### src/rtl/muldiv_sequencer.sv
// Sequencer for the shared iterative mul/div core on behalf of the EX stage.
// Define MULDIV_RESULT_CACHE_EN for a one-entry result cache.
module muldiv_sequencer #(
  parameter int WIDTH        = 32,
  parameter int DRAIN_CYCLES = 80
) (
  input  logic               Clk,
  input  logic               Reset,
  input  logic               req_valid,
  input  logic [2:0]         req_funct3,
  input  logic [WIDTH-1:0]   req_a,
  input  logic [WIDTH-1:0]   req_b,
  input  logic               flush,
  output logic               req_ready,
  output logic               stall,
  output logic               resp_valid,
  output logic [WIDTH-1:0]   resp_data,
  output logic               core_execute,
  output logic               core_div,
  output logic [WIDTH-1:0]   core_a,
  output logic [WIDTH-1:0]   core_b,
  input  logic               core_ready,
  input  logic [2*WIDTH-1:0] core_prod,
  input  logic [WIDTH-1:0]   core_quot,
  input  logic [WIDTH-1:0]   core_rem
);

  localparam int CW = $clog2(DRAIN_CYCLES + 1);
  localparam logic [WIDTH-1:0] MIN = {1'b1, {(WIDTH-1){1'b0}}};

  typedef enum logic [2:0] {
    INIT, IDLE, SPECIAL, ISSUE, WAIT, FIXUP, RESP, DRAIN
  } state_t;

  state_t             state;
  logic [CW-1:0]      cnt;
  logic [2:0]         f3;
  logic               sa;
  logic               sb;
  logic [2*WIDTH-1:0] raw;

  logic               sgn_a;
  logic               sgn_b;
  logic               na;
  logic               nb;
  logic               is_div;
  logic               zero_b;
  logic               ovf;
  logic               hit;
  logic [WIDTH-1:0]   mag_a;
  logic [WIDTH-1:0]   mag_b;
  logic [2*WIDTH-1:0] hit_res;
  logic [2*WIDTH-1:0] core_raw;

  assign sgn_a = (req_funct3 == 3'b001) ||
                 (req_funct3 == 3'b010) ||
                 (req_funct3[2] && !req_funct3[0]);
  assign sgn_b = (req_funct3 == 3'b001) ||
                 (req_funct3[2] && !req_funct3[0]);
  assign na     = sgn_a && req_a[WIDTH-1];
  assign nb     = sgn_b && req_b[WIDTH-1];
  assign mag_a  = na ? -req_a : req_a;
  assign mag_b  = nb ? -req_b : req_b;
  assign is_div = req_funct3[2];
  assign zero_b = is_div && (req_b == '0);
  assign ovf    = is_div && sgn_a &&
                  (req_a == MIN) && (req_b == '1);

  assign core_raw = core_div ? {core_rem, core_quot}
                             : core_prod;

`ifdef MULDIV_RESULT_CACHE_EN
  logic               c_vld;
  logic               c_div;
  logic [WIDTH-1:0]   c_a;
  logic [WIDTH-1:0]   c_b;
  logic [2*WIDTH-1:0] c_res;

  assign hit = c_vld && (c_div == is_div) &&
               (c_a == mag_a) && (c_b == mag_b);
  assign hit_res = c_res;

  // Raw, sign-free result: later ops reuse it with their own signs.
  always_ff @(posedge Clk) begin
    if (Reset) begin
      c_vld <= 1'b0;
    end else if (state == WAIT && core_ready && !flush) begin
      c_vld <= 1'b1;
      c_div <= core_div;
      c_a   <= core_a;
      c_b   <= core_b;
      c_res <= core_raw;
    end
  end
`else
  assign hit     = 1'b0;
  assign hit_res = '0;
`endif

  logic [2*WIDTH-1:0] prod_s;
  logic [WIDTH-1:0]   q_s;
  logic [WIDTH-1:0]   r_s;
  logic [WIDTH-1:0]   fix;
  logic [WIDTH-1:0]   sp_a;
  logic [WIDTH-1:0]   spec;

  assign prod_s = (sa ^ sb) ? -raw : raw;
  assign q_s    = (sa ^ sb) ? -raw[WIDTH-1:0]
                            : raw[WIDTH-1:0];
  assign r_s    = sa ? -raw[2*WIDTH-1:WIDTH]
                     : raw[2*WIDTH-1:WIDTH];

  always_comb begin
    fix = '0;
    unique case (1'b1)
      (f3 == 3'b000):
        fix = prod_s[WIDTH-1:0];
      (!f3[2] && f3[1:0] != 2'b00):
        fix = prod_s[2*WIDTH-1:WIDTH];
      (f3[2:1] == 2'b10):
        fix = q_s;
      (f3[2:1] == 2'b11):
        fix = r_s;
    endcase
  end

  // Original dividend rebuilt from magnitude for the b==0 remainder.
  assign sp_a = sa ? -core_a : core_a;
  assign spec = (core_b == '0) ? (f3[1] ? sp_a : '1)
                               : (f3[1] ? '0 : MIN);

  always_ff @(posedge Clk) begin
    if (Reset) begin
      state     <= INIT;
      cnt       <= CW'(DRAIN_CYCLES);
      f3        <= '0;
      sa        <= 1'b0;
      sb        <= 1'b0;
      raw       <= '0;
      resp_data <= '0;
      core_div  <= 1'b0;
      core_a    <= '0;
      core_b    <= '0;
    end else begin
      case (state)
        INIT: begin
          cnt <= cnt - 1'b1;
          if (cnt <= CW'(1)) state <= IDLE;
        end
        IDLE: begin
          if (req_valid && !flush) begin
            f3       <= req_funct3;
            sa       <= na;
            sb       <= nb;
            core_div <= is_div;
            core_a   <= mag_a;
            core_b   <= mag_b;
            if (zero_b || ovf) begin
              state <= SPECIAL;
            end else if (hit) begin
              raw   <= hit_res;
              state <= FIXUP;
            end else begin
              state <= ISSUE;
            end
          end
        end
        SPECIAL: begin
          if (flush) begin
            state <= IDLE;
          end else begin
            resp_data <= spec;
            state     <= RESP;
          end
        end
        ISSUE: state <= flush ? DRAIN : WAIT;
        WAIT: begin
          if (core_ready) begin
            if (flush) begin
              state <= IDLE;
            end else begin
              raw   <= core_raw;
              state <= FIXUP;
            end
          end else if (flush) begin
            state <= DRAIN;
          end
        end
        FIXUP: begin
          if (flush) begin
            state <= IDLE;
          end else begin
            resp_data <= fix;
            state     <= RESP;
          end
        end
        RESP: state <= IDLE;
        DRAIN: if (core_ready) state <= IDLE;
        default: state <= INIT;
      endcase
    end
  end

  assign req_ready    = (state == IDLE);
  assign resp_valid   = (state == RESP) && !flush;
  assign stall        = req_valid && !resp_valid;
  assign core_execute = (state == ISSUE);

endmodule

### config.mk
export PLATFORM = sky130hd
export DESIGN_NAME = muldiv_sequencer
export DESIGN_NICKNAME = d
export VERILOG_FILES = /design/src/rtl/muldiv_sequencer.sv
export SDC_FILE = /design/constraint.sdc
export NUM_CORES = 1
export LEC_CHECK = 0
export ABC_AREA = 0
export CELL_PAD_IN_SITES_DETAIL_PLACEMENT = 0
export CELL_PAD_IN_SITES_GLOBAL_PLACEMENT = 1
export CORE_MARGIN = 4
export CORE_UTILIZATION = 37
export DETAILED_ROUTE_END_ITERATION = 8
export HOLD_SLACK_MARGIN = 0.15
export PLACE_DENSITY = 0.92
export SLEW_MARGIN = 10
export SYNTH_ARGS = -nofsm -noshare
export SYNTH_HDL_FRONTEND = slang
export SYNTH_SLANG_ARGS = --single-unit
### constraint.sdc
create_clock -name Clk -period 4 [get_ports Clk]
set_input_delay 0.8 -clock Clk [delete_from_list [all_inputs] [get_ports Clk]]
set_output_delay 0.8 -clock Clk [all_outputs]
set_load 0.05 [all_outputs]
==> results.toml <==
[status]
status = "finished clean"

[min_path]
whs_path_depth = 2
min-delay-start = "resp_data[19]$_SDFFE_PP0P_"
hold_class = "reg -> reg"

[logic_synthesis]
async_flop_share_pct = 0
synth_edf_count = 0
ys.warnings.count = 0
syn_area_sq_um = 12300
syn_inst = 1598
ys_ff_latch = 175
ys_seq_area_share_pct = 28.47
syn-num-nets = 1806
synth_flop_cell = "dfxtp_1"
synth_cell_type_count = 84
synth.avg_cell_area_sq_um = 7.700

[global_routing]
grt_pass1_wl_microns = 72860
grt_max_degree = 83
grt_pass1_vias = 12740
grt-ovfl-total = 0
antenna_found_initial = 1
grt_use_total_pct = 25.32

[clock_tree]
cts_repair_resize_count = 0
clockBufferDepth = 2
clk_pin_slew_ns = 0.08
cts_root_buf = "clkbuf_16"
cts_max_level = 4
numCtsBuffers = 17
cts_sinks = 175
cts_tree = "built"
cts_setup_buffers = 0
worstSkewPairLatency_ns = 0.45
postCtsHoldBufs = 0

[worst_setup_path]
path_class = "in -> out"
r2r_start = "raw[34]$_SDFFE_PP0P_"
required_ns = 3.20
crit_path_start = "flush"
worstPathMaxFanout = 9
worstSetupEndpoint = "stall"
reg2reg_slack_ns = 0.64
crit_path_start_kind = "primary input"
r2r_end = "resp_data[29]$_SDFFE_PP0P_"
r2r_cells = 8
cp-end-kind = "primary output"
worstPathArrival_ns = 2.74

[floorplanning]
num_rows = 66
die_x_microns = 190.4
die_height_microns = 190.4
ios = 301
core_region_area_sq_um = 32700
fp.dieArea_sq_um = 36240
start_util_pct = 37.63

[final_layout]
area_delta_synth_final_pct = 32.45
layout.nets = 2037
drive_gt1_share_pct = 5.863

[route]
vias = 13510
first_pass_iters = 5
wl_microns = 48050
vias_per_cell = 5.912
avgRoutedWirePerCell_microns = 21.03
ant_nets = 0
remaining_drc_errors = 0
drt_iter0_drc = 1092

[timing]
timing.final.crit_share_pct = 88.40
setup_viol = 0
fin_crit_ns = 3.536
skew_ns = 0.01719
grt_setup_unrepaired = "false"
timing.final.ws_setup_ns = 0.4641
drv_slew = 0
hold_viol = 0
worstMarginPinSlew_ns = 0.9641
relSlewSlack_pct = 35.73
final.setup.tns_ns = 0
clock.fmax_ghz = 0.2828

[placement]
place_ws_ns = 0.2313
place.port_buffers = 300
place_congestion = 0.9676
post-dp-hpwl_microns = 36560

[power_and_ir_drop]
ir_drop_v = 0.0003253
powerDensity_nw_per_um2 = 443.4
leakagePower_nw = 5.357

[job]
drv_cap = 0
sequential cells by signal, summed over array words and instances (netlist names):
name and count:
cnt 7, core_b 32, core_div 1, f3 2, core_a 32, raw 64
resp_data 32, state 3, sa 1, sb 1
placed cells by master (no fill, tap or decap), drive strengths merged, types with 6 or more instances in the layout:
master / synthesis / routed
clkinv: 1 / 9
xnor2: 66 / 66
clkbuf: 112 / 17
o21ai: 78 / 78
a311oi: 18 / 18
a211oi: 114 / 114
nand3: 25 / 25
or2: 10 / 10
or3: 34 / 34
a2111oi: 6 / 6
o31ai: 31 / 31
clkdlybuf4s50: 0 / 297
ha: 8 / 8
a31oi: 17 / 17
o211ai: 10 / 10
o22ai: 17 / 17
nand4: 21 / 21
nand2: 99 / 99
nor2: 213 / 213
dfxtp: 175 / 175
nor3: 43 / 43
buf: 17 / 45
inv: 27 / 34
nand2b: 16 / 16
nor4: 45 / 45
o41ai: 23 / 23
or4: 21 / 21
mux2i: 73 / 73
a21oi: 105 / 105
xor2: 85 / 85
worst min-delay path by stage:
stage / end
6_report: resp_data[19]$_SDFFE_PP0P_
5_1_grt: resp_data[19]$_SDFFE_PP0P_
4_1_cts: resp_data[19]$_SDFFE_PP0P_
3_5_place_dp: resp_data[19]$_SDFFE_PP0P_
3_3_place_gp: resp_data[19]$_SDFFE_PP0P_
2_1_floorplan: f3[0]$_SDFFE_PP0P_
synthesized netlist by cell type, drive strengths merged, types with 18 or more instances:
cell type	count	area (sq um)
nand3	25	125.1
or4	21	165.2
nor3	43	226.5
o41ai	23	209.0
dfxtp	175	3503
mux2i	73	730.7
nand2	99	371.6
a311oi	18	157.7
or3	34	219.0
nor4	45	296.5
o31ai	31	246.5
a211oi	114	855.8
clkbuf	112	451.7
o21ai	78	390.4
nor2	213	802.0
xor2	85	744.5
xnor2	66	578.1
a21oi	105	525.5
inv	27	101.4
nand4	21	137.6
critical path: stages:
cell             delay (ns)
clkdlybuf4s50_1        0.78
clkinv_1               0.41
nand2_1                0.24
nor3_1                 0.11
nor2b_1                0.22
buf_12                 0.17
through the flow:
step / hold slack (ns) / util, % / instance area, sq um / std cells / total power, mW
2_1_floorplan: 0.4688 / - / 12300 / 1598 / 4.185
4_1_cts: 0.4514 / 49.83 / 16290 / 2284 / 7.191
6_report: 0.4495 / 49.84 / 16300 / 2285 / 7.226
3_5_place_dp: 0.4398 / 47.90 / 15670 / 2252 / 5.405
3_3_place_gp: 0.4357 / 47.90 / 15670 / 2252 / 5.386
5_1_grt: 0.4707 / 49.83 / 16290 / 2284 / 7.581
power breakdown:
group          internal [mW]  leakage [nW]  switching (mW)  total, mW
sequential              1.91          1.41           0.222       2.13
combinational           1.20          3.64            2.12       3.32
clock                  0.866         0.302           0.909       1.77
layout make-up:
type	instances	area, sq um
fill	3159	16400
multi-input combinational	1265	8150
sequential	175	3508
timing repair buffer	342	3348
tap	442	553.0
clock buffer	17	425.4
clock inverter	15	203.9
inverter	28	105.1
antenna	1	2.502
routing by layer:
layer / vias to the layer above / wire [microns] / GRT usage [%]
li1: 6427 / - / -
met1: 6346 / 20540 / 33.82
met2: 637 / 21370 / 40.20
met3: 99 / 4441 / 6.170
met4: 0 / 1695 / 8.508
met5: - / 0 / 0
cell families after synthesis:
| family | after synthesis | synth area share [%] |
|---|---|---|
| DFF | 175 | 28.47 |
| muxes | 74 | 6.030 |
| buffers and inverters | 158 | 5.532 |
| AOI/OAI and AO/OA | 474 | 26.08 |
| and+or+nand+nor | 558 | 22.32 |
| xor gates and xnor gates | 151 | 10.75 |
| adders and majority gates | 8 | 0.8135 |
No activity file was read; power rests on OpenSTA's default activity.
